==> config.mk <==
export PLATFORM = sky130hd
export DESIGN_NAME = fifo_ring_param
export DESIGN_NICKNAME = d
export VERILOG_FILES = /design/src/rtl/fifo_ring_param.sv
export SDC_FILE = /design/constraint.sdc
export NUM_CORES = 1
export LEC_CHECK = 0
export ABC_CLOCK_PERIOD_IN_PS = 2710
export BUFFER_PORTS_ARGS = -buffer_cell sky130_fd_sc_hd__buf_2
export CORE_ASPECT_RATIO = 0.5
export CORE_MARGIN = 3
export CORE_UTILIZATION = 45
export CTS_CLUSTER_DIAMETER = 50
export DETAILED_ROUTE_END_ITERATION = 8
export PLACE_DENSITY = 0.73
export SETUP_SLACK_MARGIN = 0.02
export SYNTH_ARGS = -nofsm -noshare
export SYNTH_HDL_FRONTEND = slang
export SYNTH_SLANG_ARGS = --single-unit
==> constraint.sdc <==
create_clock -name clk -period 2.71 [get_ports clk]
set_clock_uncertainty 0.1 [all_clocks]
set_input_delay 0.542 -clock clk [delete_from_list [all_inputs] [get_ports clk]]
set_output_delay 0.542 -clock clk [all_outputs]
set_load 0.02 [all_outputs]
==> src/rtl/fifo_ring_param.sv <==
// Parametrised single-clock circular FIFO with optional overwrite-on-full,
// programmable almost-full/almost-empty thresholds, occupancy count and flush.
module fifo_ring_param #(
  parameter int DATA      = 8,
  parameter int ADDR      = 4,
  parameter int AF_LEVEL  = (1 << ADDR) - 2,
  parameter int AE_LEVEL  = 2,
  parameter int OVERWRITE = 0
) (
  input  logic            clk,
  input  logic            rst,
  input  logic            flush,
  input  logic [DATA-1:0] write_data,
  input  logic            write_req,
  input  logic            read_req,
  output logic [DATA-1:0] read_data,
  output logic            read_data_valid,
  output logic [ADDR:0]   fifo_count,
  output logic            fifo_empty,
  output logic            fifo_full,
  output logic            fifo_almost_full,
  output logic            fifo_almost_empty,
  output logic            fifo_of,
  output logic            fifo_uf
);

  localparam int            DEPTH      = 1 << ADDR;
  localparam logic [ADDR:0] LP_DEPTH   = DEPTH[ADDR:0];
  localparam logic [ADDR:0] LP_AF      = AF_LEVEL[ADDR:0];
  localparam logic [ADDR:0] LP_AE      = AE_LEVEL[ADDR:0];
  localparam logic [ADDR:0] LP_CNT_ONE = {{ADDR{1'b0}}, 1'b1};
  localparam logic [ADDR-1:0] LP_PTR_ONE = {{(ADDR-1){1'b0}}, 1'b1};
  localparam logic          LP_OVW     = (OVERWRITE != 0);

  logic [DATA-1:0] r_mem [DEPTH];
  logic [ADDR-1:0] r_wr_ptr;
  logic [ADDR-1:0] r_rd_ptr;
  logic [ADDR:0]   r_count;
  logic [DATA-1:0] r_rd_data;
  logic            r_rd_vld;
  logic            r_of;
  logic            r_uf;

  logic w_empty;
  logic w_full;
  logic w_rd_acc;
  logic w_wr_acc;
  logic w_ovw_wr;
  logic w_push;
  logic w_rd_adv;

  assign w_empty  = (r_count == '0);
  assign w_full   = (r_count == LP_DEPTH);
  assign w_rd_acc = read_req & ~w_empty;
  // A read in the same cycle frees a slot, so a full FIFO can still accept.
  assign w_wr_acc = write_req & (~w_full | w_rd_acc);
  // Overwrite on full: the write lands on the oldest slot and both pointers move.
  assign w_ovw_wr = LP_OVW & write_req & w_full & ~read_req;
  assign w_push   = w_wr_acc | w_ovw_wr;
  assign w_rd_adv = w_rd_acc | w_ovw_wr;

  always_ff @(posedge clk) begin
    if (w_push && !rst && !flush) begin
      r_mem[r_wr_ptr] <= write_data;
    end
  end

  always_ff @(posedge clk) begin
    if (rst) begin
      r_wr_ptr  <= '0;
      r_rd_ptr  <= '0;
      r_count   <= '0;
      r_rd_data <= '0;
      r_rd_vld  <= 1'b0;
      r_of      <= 1'b0;
      r_uf      <= 1'b0;
    end else if (flush) begin
      r_wr_ptr  <= '0;
      r_rd_ptr  <= '0;
      r_count   <= '0;
      r_rd_vld  <= 1'b0;
      r_of      <= 1'b0;
      r_uf      <= 1'b0;
    end else begin
      if (w_push) begin
        r_wr_ptr <= r_wr_ptr + LP_PTR_ONE;
      end
      if (w_rd_adv) begin
        r_rd_ptr <= r_rd_ptr + LP_PTR_ONE;
      end
      if (w_rd_acc) begin
        r_rd_data <= r_mem[r_rd_ptr];
      end
      if (w_wr_acc && !w_rd_acc) begin
        r_count <= r_count + LP_CNT_ONE;
      end else if (w_rd_acc && !w_wr_acc) begin
        r_count <= r_count - LP_CNT_ONE;
      end
      r_rd_vld <= w_rd_acc;
      r_of     <= write_req & w_full & ~read_req;
      r_uf     <= read_req & w_empty;
    end
  end

  assign read_data         = r_rd_data;
  assign read_data_valid   = r_rd_vld;
  assign fifo_count        = r_count;
  assign fifo_empty        = w_empty;
  assign fifo_full         = w_full;
  assign fifo_almost_full  = (r_count >= LP_AF);
  assign fifo_almost_empty = (r_count <= LP_AE);
  assign fifo_of           = r_of;
  assign fifo_uf           = r_uf;

endmodule

### Yosys cells after proc, flatten, opt, wreduce, memory -nomap -nowiden

Memory sizes are Yosys's and may differ from the RTL's. A register that Yosys moved wholly into a read port is not among the register bits.
Cells that the tools add are included.

* register bits after elaboration: 16
* RAM bits: 128
* bits of input ports: 13
* word-level logic and storage cells: 40
* memories: 1

Memories
* r_mem: depth 16, width 8, read ports 1, clocked after memory_dff 1, wr ports 1, line 35 `logic [DATA-1:0] r_mem [DEPTH];`

* add/sub/neg operators: 4
* magnitude comparators: 2
* equal/unequal tests: 1
* muxes and demuxes: 4
* bitwise logic cells: 10
* reductions and logical operators: 12

Operators with widths (count)
* $mux 5: 2
* $add 4x1->4 const B: 2
* $add 5x1->5 const B: 1
* $and 1x1->1: 5
* $eq 5x5->1 const B: 1
* $ge 5x4->1 const B: 1
* $le 5x2->1 const B: 1
* $logic_not 5->1: 1
* $sub 5x1->5 const B: 1
* $logic_and 1x1->1: 4
* $logic_not 1->1: 4
* $not 1->1: 4
* $mux 1: 2
* $reduce_and 2->1: 1
* $reduce_bool 2->1: 1
* $reduce_or 2->1: 1
* $or 1x1->1: 1

### Depth between registers and ports, before layout

* word-level depth: 9
* mapped depth: 11
* gate-level depth less buffers: 9

### Worst setup path before layout

No wires, ideal clock.

* path kind: register to register
* start point: reg r_count[0], in the netlist fifo_count[0]
* end point: reg r_count[4], in the netlist fifo_count[4]
* library setup time: 72 ps
* data arrival time: 2749 ps
* required time: 2538 ps
* path slack: -211 ps
* cell stages (with the launch flop): 12
* cells stage by stage: dfxtp_1 > or4_4 > buf_6 > o21a_1 > buf_2 > ha_1 > inv_1 > ha_1 > a21o_1 > a21oi_1 > mux2i_1 > mux2i_1

* cells in the longest elaborated chain, start to end: 8

RTL lines
* start, declared: line 38 `logic [ADDR:0] r_count;`
* start signal, assigned: line 95 `r_count <= r_count + LP_CNT_ONE;`
* start signal, assigned: line 97 `r_count <= r_count - LP_CNT_ONE;`
* $logic_not 5->1: line 52 `assign w_empty = (r_count == '0);`
* $not 1->1: line 54 `assign w_rd_acc = read_req & ~w_empty;`
* $and 1x1->1: line 54
* $or 1x1->1: line 56 `assign w_wr_acc = write_req & (~w_full | w_rd_acc);`
* $and 1x1->1: line 56
* $logic_not 1->1: line 96 `end else if (w_rd_acc && !w_wr_acc) begin`
* $logic_and 1x1->1: line 96
* $reduce_bool 2->1 (no line)

Several ways; a longest one is shown, not always the timed one. The select of a mux whose other input is x is not followed.
A chain may end at the register's enable or synchronous reset.

### Worst setup path in the final report

* start point: reg r_count[2], in the netlist fifo_count[2]
* end point: reg r_count[4], in the netlist fifo_count[4]

Same word-level chain as after synthesis.

==> flow_metrics.tcl <==
set metrics [dict create \
    end_kind "register" \
    core.rowCount 29 \
    synth_area_per_cell_um2 18.18 \
    numCtsBuffers 17 \
    track_usage_pct 17.47 \
    cts.htree.levels 4 \
    synth_flop_cell "edfxtp_1" \
    drc 0 \
    multi_input_area_um2 1679 \
    combPwrFrac_pct 10.8 \
    async_flop_share_pct 0 \
    arrival_ns 2.85 \
    maxCapViolCount 0 \
    routed_wl_mm 12.19 \
    initial_core_util_pct 47.02 \
    gp_congestion 0.8707 \
    drt_iter0_markers 325 \
    routedWlPerCell_um 21.17 \
    slew_headroom_pct 45.03 \
    power_density_nw_per_um2 745.1 \
    synth_cell_types 33 \
    seqCellArea_um2 4334 \
    dpl-instance-area_um2 6596 \
    synth_top_family_by_area "multiplexers" \
    p_int_mw 4.059 \
    status "finished, final reports clean" \
    synthAdderAreaFrac_pct 2.184 \
    nets 417 \
    drive_gt1_share_pct 32.76 \
    tightest_slew_ns 0.8215 \
    port_buffers 32 \
    synth_compound_area_share_pct 4.471 \
    power_mw 5.325 \
    drtAntennaViolNets 0 \
    clkLatencyLatePin_ns 0.42 \
    clockPowerShare_pct 40.2 \
    diodes 0 \
    cts_root_buffer "clkbuf_16" \
    place_ws_ns 0.02194 \
    grt_max_degree 36 \
    grt_pass1_wl_mm 19.01 \
    die_x_um 170.3 \
    area_growth_pct 17.68 \
    syn_area_um2 6073 \
    startpoint_type "register" \
    overflow 0 \
    cts.path.max_buffers 2 \
    fin_area_um2 7147 \
    reg2reg_from "fifo_count[2]$_SDFFE_PP0P_" \
    ios 33 \
    dieArea_um2 15010 \
    worst_slack_ns 0.1073 \
    clkSinkCount 152 \
    synth_mux_area_share_pct 15.33 \
    final_util_pct 55.33 \
    cp_max_fo 5 \
    p_leak_nw 2.473 \
    dpl.hpwl_mm 7.996 \
    drv_slew 0 \
    dr.pass1.iters 5 \
    cts_tree "yes" \
    ys_ff_latch 152 \
    crit_slowest_cell "or4_4" \
    fin_crit_sh_pct 96.04 \
    postSynthCellCount 334 \
    crit_type "register to register" \
    antenna_found_initial 0 \
    vias_per_cell 5.653 \
    worstHoldPathType "input port to register" \
    crit_chain "or4_4 -> o21ai_4 -> ha_4 -> inv_4 -> fa_2 -> a21o_1 -> a21oi_2 -> mux2i_1 -> mux2i_1" \
    synthSimpleGateAreaFrac_pct 3.997 \
    ys_seq_area_share_pct 71.20 \
    crit_start "fifo_count[2]$_SDFFE_PP0P_" \
    fillCellCount 950 \
    grt_pass1_vias 3357 \
    synth_edf_count 128 \
    synth.net_count 357 \
    max_stage_delay_ns 0.58 \
    core_area_um2 12920 \
    finalHoldViolCount 0 \
    dr_total_vias 3256 \
    fmax_ghz 0.3842 \
    irDropWorstVdd_mv 0.4053 \
    cts.repair.resized 0 \
    p_seq_share_pct 48.9 \
    clk_pin_slew_ns 0.06 \
    crit_top_cell "mux2i_1" \
    switching_share_pct 23.77 \
    synth_xor_area_share_pct 1.154 \
    ys_warn_count 0 \
    hold_start "write_req" \
    rsz0062_at_grt "false" \
    fin_crit_ns 2.603 \
    netSwitchingPower_mw 1.265 \
    die_h_um 88.15 \
    setup_viol 0 \
    critical_path_required_ns 2.96 \
]
[Yosys cell counts (all sizes together), types with 2 or more instances]
| library cell | n | area share (%) |
|---|---|---|
| a21o | 10 | 1.2 |
| xor2 | 6 | 0.87 |
| dfxtp | 24 | 7.9 |
| mux2i | 21 | 3.5 |
| a21oi | 3 | 0.25 |
| and3 | 2 | 0.21 |
| o211ai | 4 | 0.66 |
| ha | 9 | 1.9 |
| nor2 | 35 | 2.2 |
| buf | 9 | 0.93 |
| clkbuf | 8 | 0.49 |
| mux4 | 32 | 12 |
| o22ai | 8 | 0.82 |
| edfxtp | 128 | 63 |
| nand3 | 4 | 0.33 |
| nor3 | 3 | 0.25 |
| o21a | 3 | 0.37 |
| inv | 4 | 0.25 |
| xnor2 | 2 | 0.29 |
| nand2 | 9 | 0.56 |
[registers in the layout, indices dropped and copies added (netlist names)]
| name | flops |
|---|---|
| r_mem | 128 |
| read_data | 8 |
| fifo_count | 5 |
| r_rd_ptr | 4 |
| r_wr_ptr | 4 |
| fifo_of | 1 |
| fifo_uf | 1 |
| read_data_valid | 1 |
[cells by family (layout without fill, tap and decap cells)]
kind of cell / after synthesis / in the layout
AND/OR/NAND/NOR: 57 / 57
flip-flops: 152 / 152
XOR/XNOR: 8 / 8
multiplexers: 53 / 53
buffers and inverters: 21 / 93
adder cells (fa/ha/maj): 10 / 10
AO/OA/AOI/OAI: 33 / 33
[final timing paths]
path | endpoint | slack, ns | cells after the start
worst max register to register | fifo_count[4]$_SDFFE_PP0P_ | 0.11 | 9
worst min-delay path | fifo_of$_SDFF_PP0_ | 0.33 | 3
worst min register to register | read_data[4]$_SDFFE_PP0P_ | 0.35 | 1
worst max-delay path | fifo_count[4]$_SDFFE_PP0P_ | 0.11 | 9
[final cells by class]
type / instances / share of cell area, %
multi-input combinational: 161 / 23.49
clock inverter: 12 / 1.436
timing repair buffer: 58 / 5.147
tap: 170 / 2.976
sequential: 152 / 60.64
inverter: 4 / 0.2451
clock buffer: 19 / 6.057
[per-layer routing]
layer	global-route usage, %	wire, um	up-vias
met2	28.33	5929	148
met3	5.636	1028	17
met1	23.12	5052	1650
met5	0	0	-
li1	-	-	1441
met4	4.930	183	0
[critical path, delay by kind of cell, from the launching register on]
kind | cells | cell delay (ns)
AO/OA/AOI/OAI | 3 | 0.51
adder cells (fa/ha/maj) | 2 | 0.52
buffers and inverters | 1 | 0.05
flip-flops | 1 | 0.34
multiplexers | 2 | 0.42
AND/OR/NAND/NOR | 1 | 0.58
[cell usage in the layout, fill, tap and decap left out, types with 3 or more instances in the layout]
cell and n:
nand3_1 4, o22ai_1 8, inv_1 3, dfxtp_1 20, clkbuf_16 17, nor3_1 3, xor2_1 6, buf_4 25
edfxtp_1 128, nand2_1 9, a21o_1 10, nor2_1 35, mux4_2 32, ha_1 7, buf_2 32, o21a_1 3
mux2i_1 21, clkinv_2 3
[power groups by stage]
stage / Combinational [mW] / Clock [mW] / Sequential, mW
finish: 0.576 / 2.14 / 2.61
global route: 0.624 / 2.29 / 2.61
CTS: 0.555 / 2.18 / 2.61
detailed placement: 0.551 / 0 / 2.66
global placement: 0.521 / 0 / 2.65
floorplan: 0.352 / 0 / 2.68
[timing repair]
| action | CTS | global route |
|---|---|---|
| buffers inserted | 0 | 2 |
| endpoints found under the setup margin | 1 | 1 |
| hold buffers | 0 | 0 |
| cloned | 0 | 0 |
| pin swaps | 1 | 5 |
[stage by stage]
step,setup TNS [ns],std cells,hold slack [ns]
5_1_grt,0,576,0.3242
6_report,0,576,0.3342
4_1_cts,0,574,0.3139
3_5_place_dp,0,543,0.3354
3_3_place_gp,0,543,0.3314
2_1_floorplan,-0.05931,334,0.4281
(Power assumes the default switching activity.)
